===== config.mk =====
export PLATFORM = sky130hd
export DESIGN_NAME = crc5_serial_unit
export DESIGN_NICKNAME = d
export VERILOG_FILES = /design/src/rtl/crc5_serial_unit.sv
export SDC_FILE = /design/constraint.sdc
export NUM_CORES = 1
export LEC_CHECK = 0
export BUFFER_PORTS_ARGS = -buffer_cell sky130_fd_sc_hd__buf_4
export CORE_MARGIN = 2
export CORE_UTILIZATION = 41
export DETAILED_ROUTE_END_ITERATION = 6
export REMOVE_ABC_BUFFERS = 1
export SYNTH_ARGS = -nofsm -noshare
export SYNTH_HDL_FRONTEND = slang
export SYNTH_SLANG_ARGS = --single-unit
export TNS_END_PERCENT = 100

===== constraint.sdc =====
create_clock -name clk -period 2.3 [get_ports clk]
set_clock_uncertainty 0.1 [all_clocks]
set_input_delay 0.345 -clock clk [delete_from_list [all_inputs] [get_ports clk]]
set_output_delay 0.345 -clock clk [all_outputs]
set_load 0.01 [all_outputs]

===== src/rtl/crc5_serial_unit.sv =====
// Bit-serial CRC-5 (x^5+x^2+1) engine. In generate mode it forwards data and appends the CRC.
// In check mode it forwards data plus CRC and reports whether the residue matched.
module crc5_serial_unit #(
  parameter logic [4:0] POLY     = 5'b00101,
  parameter logic [4:0] INIT     = 5'b11111,
  parameter bit         INVERT   = 1'b1,
  parameter logic [4:0] RESIDUE  = 5'b01100,
  parameter int         MAX_BITS = 64
) (
  input  logic       clk,
  input  logic       rst,
  input  logic       start_i,
  input  logic       mode_chk,
  input  logic       in_valid,
  input  logic       in_bit,
  input  logic       in_last,
  output logic       in_ready,
  output logic       out_valid,
  output logic       out_bit,
  output logic       out_crc,
  input  logic       out_ready,
  output logic [4:0] crc_o,
  output logic       crc_ok,
  output logic       len_err,
  output logic       busy,
  output logic       done
);

  // Handshake: a bit moves on either side only in a cycle where valid && ready are both high.
  // The output register holds out_bit/out_crc steady until out_ready accepts it.
  localparam logic [1:0] S_IDLE   = 2'd0;
  localparam logic [1:0] S_DATA   = 2'd1;
  localparam logic [1:0] S_APPEND = 2'd2;
  localparam logic [1:0] S_DONE   = 2'd3;

  logic [1:0] state;
  logic [4:0] lfsr;
  logic [4:0] lfsr_next;
  logic [4:0] final_crc;
  logic [6:0] cnt;
  logic [2:0] idx;
  logic       mode_q;
  logic       out_free;
  logic       accept;
  logic       frame_end;
  logic       fb;

  assign out_free  = !out_valid || out_ready;
  assign in_ready  = (state == S_DATA) && out_free;
  assign accept    = in_valid && in_ready;
  assign fb        = lfsr[4] ^ in_bit;
  assign lfsr_next = {lfsr[3:0], 1'b0} ^ ({5{fb}} & POLY);
  assign final_crc = INVERT ? ~lfsr_next : lfsr_next;
  // A frame ends on in_last or on the MAX_BITS-th accepted bit, whichever comes first.
  assign frame_end = accept && (in_last || (cnt == 7'(MAX_BITS - 1)));
  assign busy      = (state != S_IDLE);
  assign done      = (state == S_DONE);

  always_ff @(posedge clk or posedge rst) begin
    if (rst) begin
      state   <= S_IDLE;
      lfsr    <= INIT;
      cnt     <= '0;
      idx     <= '0;
      mode_q  <= 1'b0;
      crc_o   <= '0;
      crc_ok  <= 1'b0;
      len_err <= 1'b0;
    end else begin
      case (state)
        S_IDLE: begin
          if (start_i) begin
            lfsr    <= INIT;
            cnt     <= '0;
            len_err <= 1'b0;
            crc_o   <= '0;
            crc_ok  <= 1'b0;
            mode_q  <= mode_chk;
            state   <= S_DATA;
          end
        end
        S_DATA: begin
          if (accept) begin
            lfsr <= lfsr_next;
            if (cnt != 7'h7f) cnt <= cnt + 7'd1;
            if (frame_end) begin
              if (!in_last) len_err <= 1'b1;
              if (mode_q) begin
                crc_ok <= (lfsr_next == RESIDUE);
                state  <= S_DONE;
              end else begin
                crc_o <= final_crc;
                idx   <= 3'd4;
                state <= S_APPEND;
              end
            end
          end
        end
        S_APPEND: begin
          if (out_free) begin
            if (idx == 3'd0) state <= S_DONE;
            else idx <= idx - 3'd1;
          end
        end
        default: state <= S_IDLE;
      endcase
    end
  end

  // Output register: forwarded data, then appended CRC bits MSB first.
  always_ff @(posedge clk or posedge rst) begin
    if (rst) begin
      out_valid <= 1'b0;
      out_bit   <= 1'b0;
      out_crc   <= 1'b0;
    end else if (accept) begin
      out_valid <= 1'b1;
      out_bit   <= in_bit;
      out_crc   <= 1'b0;
    end else if ((state == S_APPEND) && out_free) begin
      out_valid <= 1'b1;
      out_bit   <= crc_o[idx];
      out_crc   <= 1'b1;
    end else if (out_ready) begin
      out_valid <= 1'b0;
    end
  end

endmodule


Word-level counts from Yosys, hierarchy flattened --
Index checks and enable logic that the tools add are counted.
Storage, ports and cells: bits in registers 28, output and inout bits 13
Operators by class: magnitude comparators 1, multiplexer cells 43, add/sub/neg operators 2, eq/ne operators 16, bitwise operators 3, reduce and logical (&&, ||, !) cells 22
Operator list (number):
- $mux W5 | 6
- $mux W7 | 3
- $pmux W5 S2 | 2
- $reduce_and A5 Y1 | 4
- $ne A2 B2 Y1 const B | 9
- $mux W1 | 16
- $mux W3 | 5
- $pmux W7 S2 | 1
- $mux W2 | 5
- $reduce_bool A2 Y1 | 4
- $add A7 B1 Y7 const B | 1
- $eq A7 B6 Y1 const B | 1
- $ne A7 B7 Y1 const B | 1
- $pmux W2 S3 | 1
- $pmux W3 S2 | 1
- $reduce_and A6 Y1 | 1
- $eq A5 B4 Y1 const B | 1
- $not A5 Y5 | 1
- $xor A5 B3 Y5 | 1
- $eq A2 B2 Y1 const B | 2
- $logic_and A1 B1 Y1 | 4
- $lt A3 B4 Y1 const B | 1
- $pmux W1 S2 | 2
- $reduce_and A4 Y1 | 1
- other kinds (12) | 13

Logic depth before layout (Yosys ltp) --
word-level depth 8, depth in mapped cells 8

Worst setup path before layout --
OpenSTA, ideal clock, no wires.
path kind reg2reg, start reg state[0], end reg crc_o[2], setup time 0.125 ns, data arrival time 1.966 ns, path slack 0.109 ns, cell stages (with the launch flop) 8, path buffers 1, cells stage by stage dfrtp_1 -> inv_1 -> ha_1 -> nor2b_4 -> or3_4 -> or3_1 -> buf_6 -> mux2_4
On the way: longest elaborated chain between the ends 6
RTL lines:
- start, declared | line 36 | logic [1:0] state;
- start signal, assigned | line 61 | state <= S_IDLE;
- start signal, assigned | line 79 | state <= S_DATA;
- start signal, assigned | line 90 | state <= S_DONE;
- $eq A2 B1 Y1 | line 49, 70
- $logic_and A1 B1 Y1 | line 49 | assign in_ready = (state == S_DATA) && out_free;
- $logic_and A1 B1 Y1 | line 50 | assign accept = in_valid && in_ready;
- $logic_and A1 B1 Y1 | line 55 | assign frame_end = accept && (in_last || (cnt == 7'(MAX_BITS - 1)));
- $ne A2 B2 Y1 (no source line)
- $reduce_and A5 Y1 (no source line)
- end signal, assigned | line 92 | crc_o <= final_crc;
- end, declared | line 22 | output logic [4:0] crc_o,
Several ways; a longest one is shown, not always the timed one. A chain may end at the register's enable or synchronous reset.

Worst setup path in the final report --
start reg state[0], end reg crc_o[0]
Same word-level chain as after synthesis.

==> flow_summary.yaml <==
clock_tree:
  htreeDepth: 1
  postCtsSetupBuffers: 0
  cts_tree: "done"
  cts_hold_buffers: 0
  clkSlewWorstSetupHoldPaths_ns: 0.10
  worstSkewPairLatency_ns: 0.27
  numClockSinks: 28
  clock_path_buffers: 2
  cts_made_buffers: 3
  cts_resized: 0
  cts_root_buf: "clkbuf_8"
setup_path:
  reg2reg_slack_ns: 0.11
  start_kind: "flop"
  rr_startpoint: "state[0]"
  critPathCaptureType: "flop"
  reg2reg_to: "crc_o[0]"
  crit_fanout: 6
  cp.required_ns: 2.34
  worstPathArrival_ns: 2.23
  worstSetupPathType: "reg -> reg"
  rr_worst_depth: 7
global_routing:
  antenna_found_initial: 0
  grt_max_degree: 21
  overflow: 0
  grt_pass1_wl_um: 6693
  grt_use_total_pct: 19.13
  first_global_vias: 1397
logic_synthesis:
  ys.flop_type: "dfrtp_1"
  yosysWarnings: 0
  synth_edf_count: 0
  synth_cells: 174
  async_reset_ff_share_pct: 100.0
  ys_types: 45
  synth-seq-area-share_pct: 41.85
  synth_area_um2: 1689
  avgSynthCellArea_um2: 9.708
  ys_seq_elements: 28
timing:
  hold_ws_ns: 0.1109
  fin_ws_ns: 0.1080
  slew_headroom_pct: 47.86
  hold_violations: 0
  tightestPinTransition_ns: 0.7813
  setup_viol: 0
  fmax_mhz: 456.2
  rsz0062_at_grt: "no"
  fin_crit_ns: 2.192
  finalMaxSlewViolations: 0
  period_share_pct: 95.30
placement:
  pre_cts_ws_ns: 0.1384
  post_dp_cell_area_um2: 1943
  gp_congestion: 0.8609
  hpwl_um: 3045
  io_buffers: 20
floorplanning:
  ios: 21
  core_region_area_um2: 3971
  rows: 23
  dieHeight_um: 68.19
  start_util_pct: 42.53
  die_w_um: 68.19
  dieArea_um2: 4649
power_and_ir_drop:
  leakage_nw: 0.9289
  p_total_mw: 2.287
  p_per_area_nw_per_um2: 1135
  ir_drop_v: 0.0003797
routing:
  wl_per_cell_um: 15.94
  drc: 0
  via_per_inst: 5.673
  via_count: 1424
  drt-pass1-iter-count: 4
  detail-route-antenna-nets: 0
  wl_um: 4001
  drtIter0Drc: 148
layout:
  drive_gt1_share_pct: 24.38
  postLayoutCoreUtil_pct: 50.72
  nets: 217
  antenna_cells: 0
  area_growth_pct: 19.26
  stdcell_area_um2: 2014
status:
  status: "completed"
flow_run:
  timing.max_cap.violations: 0
worst_hold_path:
  hold_class: "in -> async"
synth_stat cells (2+ instances only):
cell type | number | area [µm²]
a211oi_1 | 2 | 15.01
a21o_1 | 2 | 15.01
a21oi_1 | 6 | 30.03
a31oi_1 | 2 | 12.51
and2_1 | 2 | 12.51
and3_1 | 3 | 18.77
clkbuf_1 | 6 | 22.52
dfrtp_1 | 23 | 575.6
dfstp_2 | 5 | 131.4
ha_1 | 7 | 87.58
inv_1 | 10 | 37.54
mux2_2 | 5 | 56.30
mux2i_1 | 9 | 90.09
nand2_1 | 21 | 78.83
nand2b_1 | 6 | 37.54
nand3_1 | 8 | 40.04
nand4_1 | 5 | 31.28
nand4b_1 | 4 | 35.03
nor2_1 | 9 | 33.78
nor2b_1 | 3 | 18.77
nor4_1 | 2 | 12.51
o211ai_1 | 3 | 22.52
o21ai_0 | 5 | 25.02
o221ai_1 | 2 | 17.52
o31ai_1 | 2 | 15.01
or3_1 | 2 | 12.51
or4_1 | 2 | 15.01
routing by layer:
metal  vias to the layer above  global-route usage (%)  share of wire, %
li1                        692                       -                 -
met1                       685                   27.73                49
met2                        41                   30.46                46
met3                         6                   1.974               4.7
met4                         0                   5.000              0.72
met5                         -                       0                 0
cell type report:
type                            count  area [µm²]
Fill cell                         380        1957
Clock inverter                      1       30.03
Multi-Input combinational cell    129       910.9
Clock buffer                        3       41.29
Sequential cell                    28       706.9
Inverter                           10       37.54
Tap cell                           50       62.56
Timing Repair Buffer               30       225.2
stage by stage:
step	std cells	setup TNS [ns]
floorplan	167	-0.1594
global placement	247	0
detailed placement	247	0
CTS	251	0
global route	251	0
finish	251	0
sequential cells by signal, summed over array words and instances, names as in the netlist:
register	count
idx	3
state	2
lfsr	5
len_err	1
cnt	7
crc_o	5
out_bit	1
crc_ok	1
out_crc	1
out_valid	1
mode_q	1
layout by cell type, fill, tap and decap left out, drive strengths merged, types with 4 or more instances in the layout:
cell type / n
o21ai: 6
nand4b: 4
nand4: 5
nand2: 21
mux2: 6
inv: 10
nand2b: 6
nor2: 9
buf: 30
dfrtp: 23
dfstp: 5
ha: 7
a21oi: 6
nor2b: 4
mux2i: 9
nand3: 8
worst max path at each step:
stage	start	to	slack (ns)	cells past startpoint
after floorplan	state[1]	crc_o[2]	-0.16	6
after global placement	state[0]	crc_o[2]	0.20	6
after detailed placement	state[0]	crc_o[0]	0.14	7
after CTS	state[0]	crc_o[0]	0.12	7
after global routing	state[0]	crc_o[0]	0.02	7
final	state[0]	crc_o[0]	0.11	7
logic make-up after synthesis:
family,Yosys count,share of synthesized area [%]
flip-flops,28,41.85
AND/OR/NAND/NOR,73,23.78
buffers and inverters,17,4.222
adder cells (fa/ha/maj),7,5.185
multiplexers,16,10.89
AO/OA/AOI/OAI,31,13.04
XOR/XNOR,2,1.037
where the power goes:
group          total [mW]  internal [mW]  switching, mW
Clock               0.386          0.233          0.153
Sequential          0.800          0.647          0.153
Combinational        1.10          0.507          0.594
Total                2.29           1.39          0.900
worst max-delay path, cell delays in order, from the launching register on:
cell and delay [ns]:
dfrtp_1 0.42, inv_1 0.09, ha_1 0.21, nor2b_4 0.15, or3_4 0.39, or3_1 0.40
buf_4 0.18, mux2i_1 0.12
No activity file was read; power rests on OpenSTA's default activity.
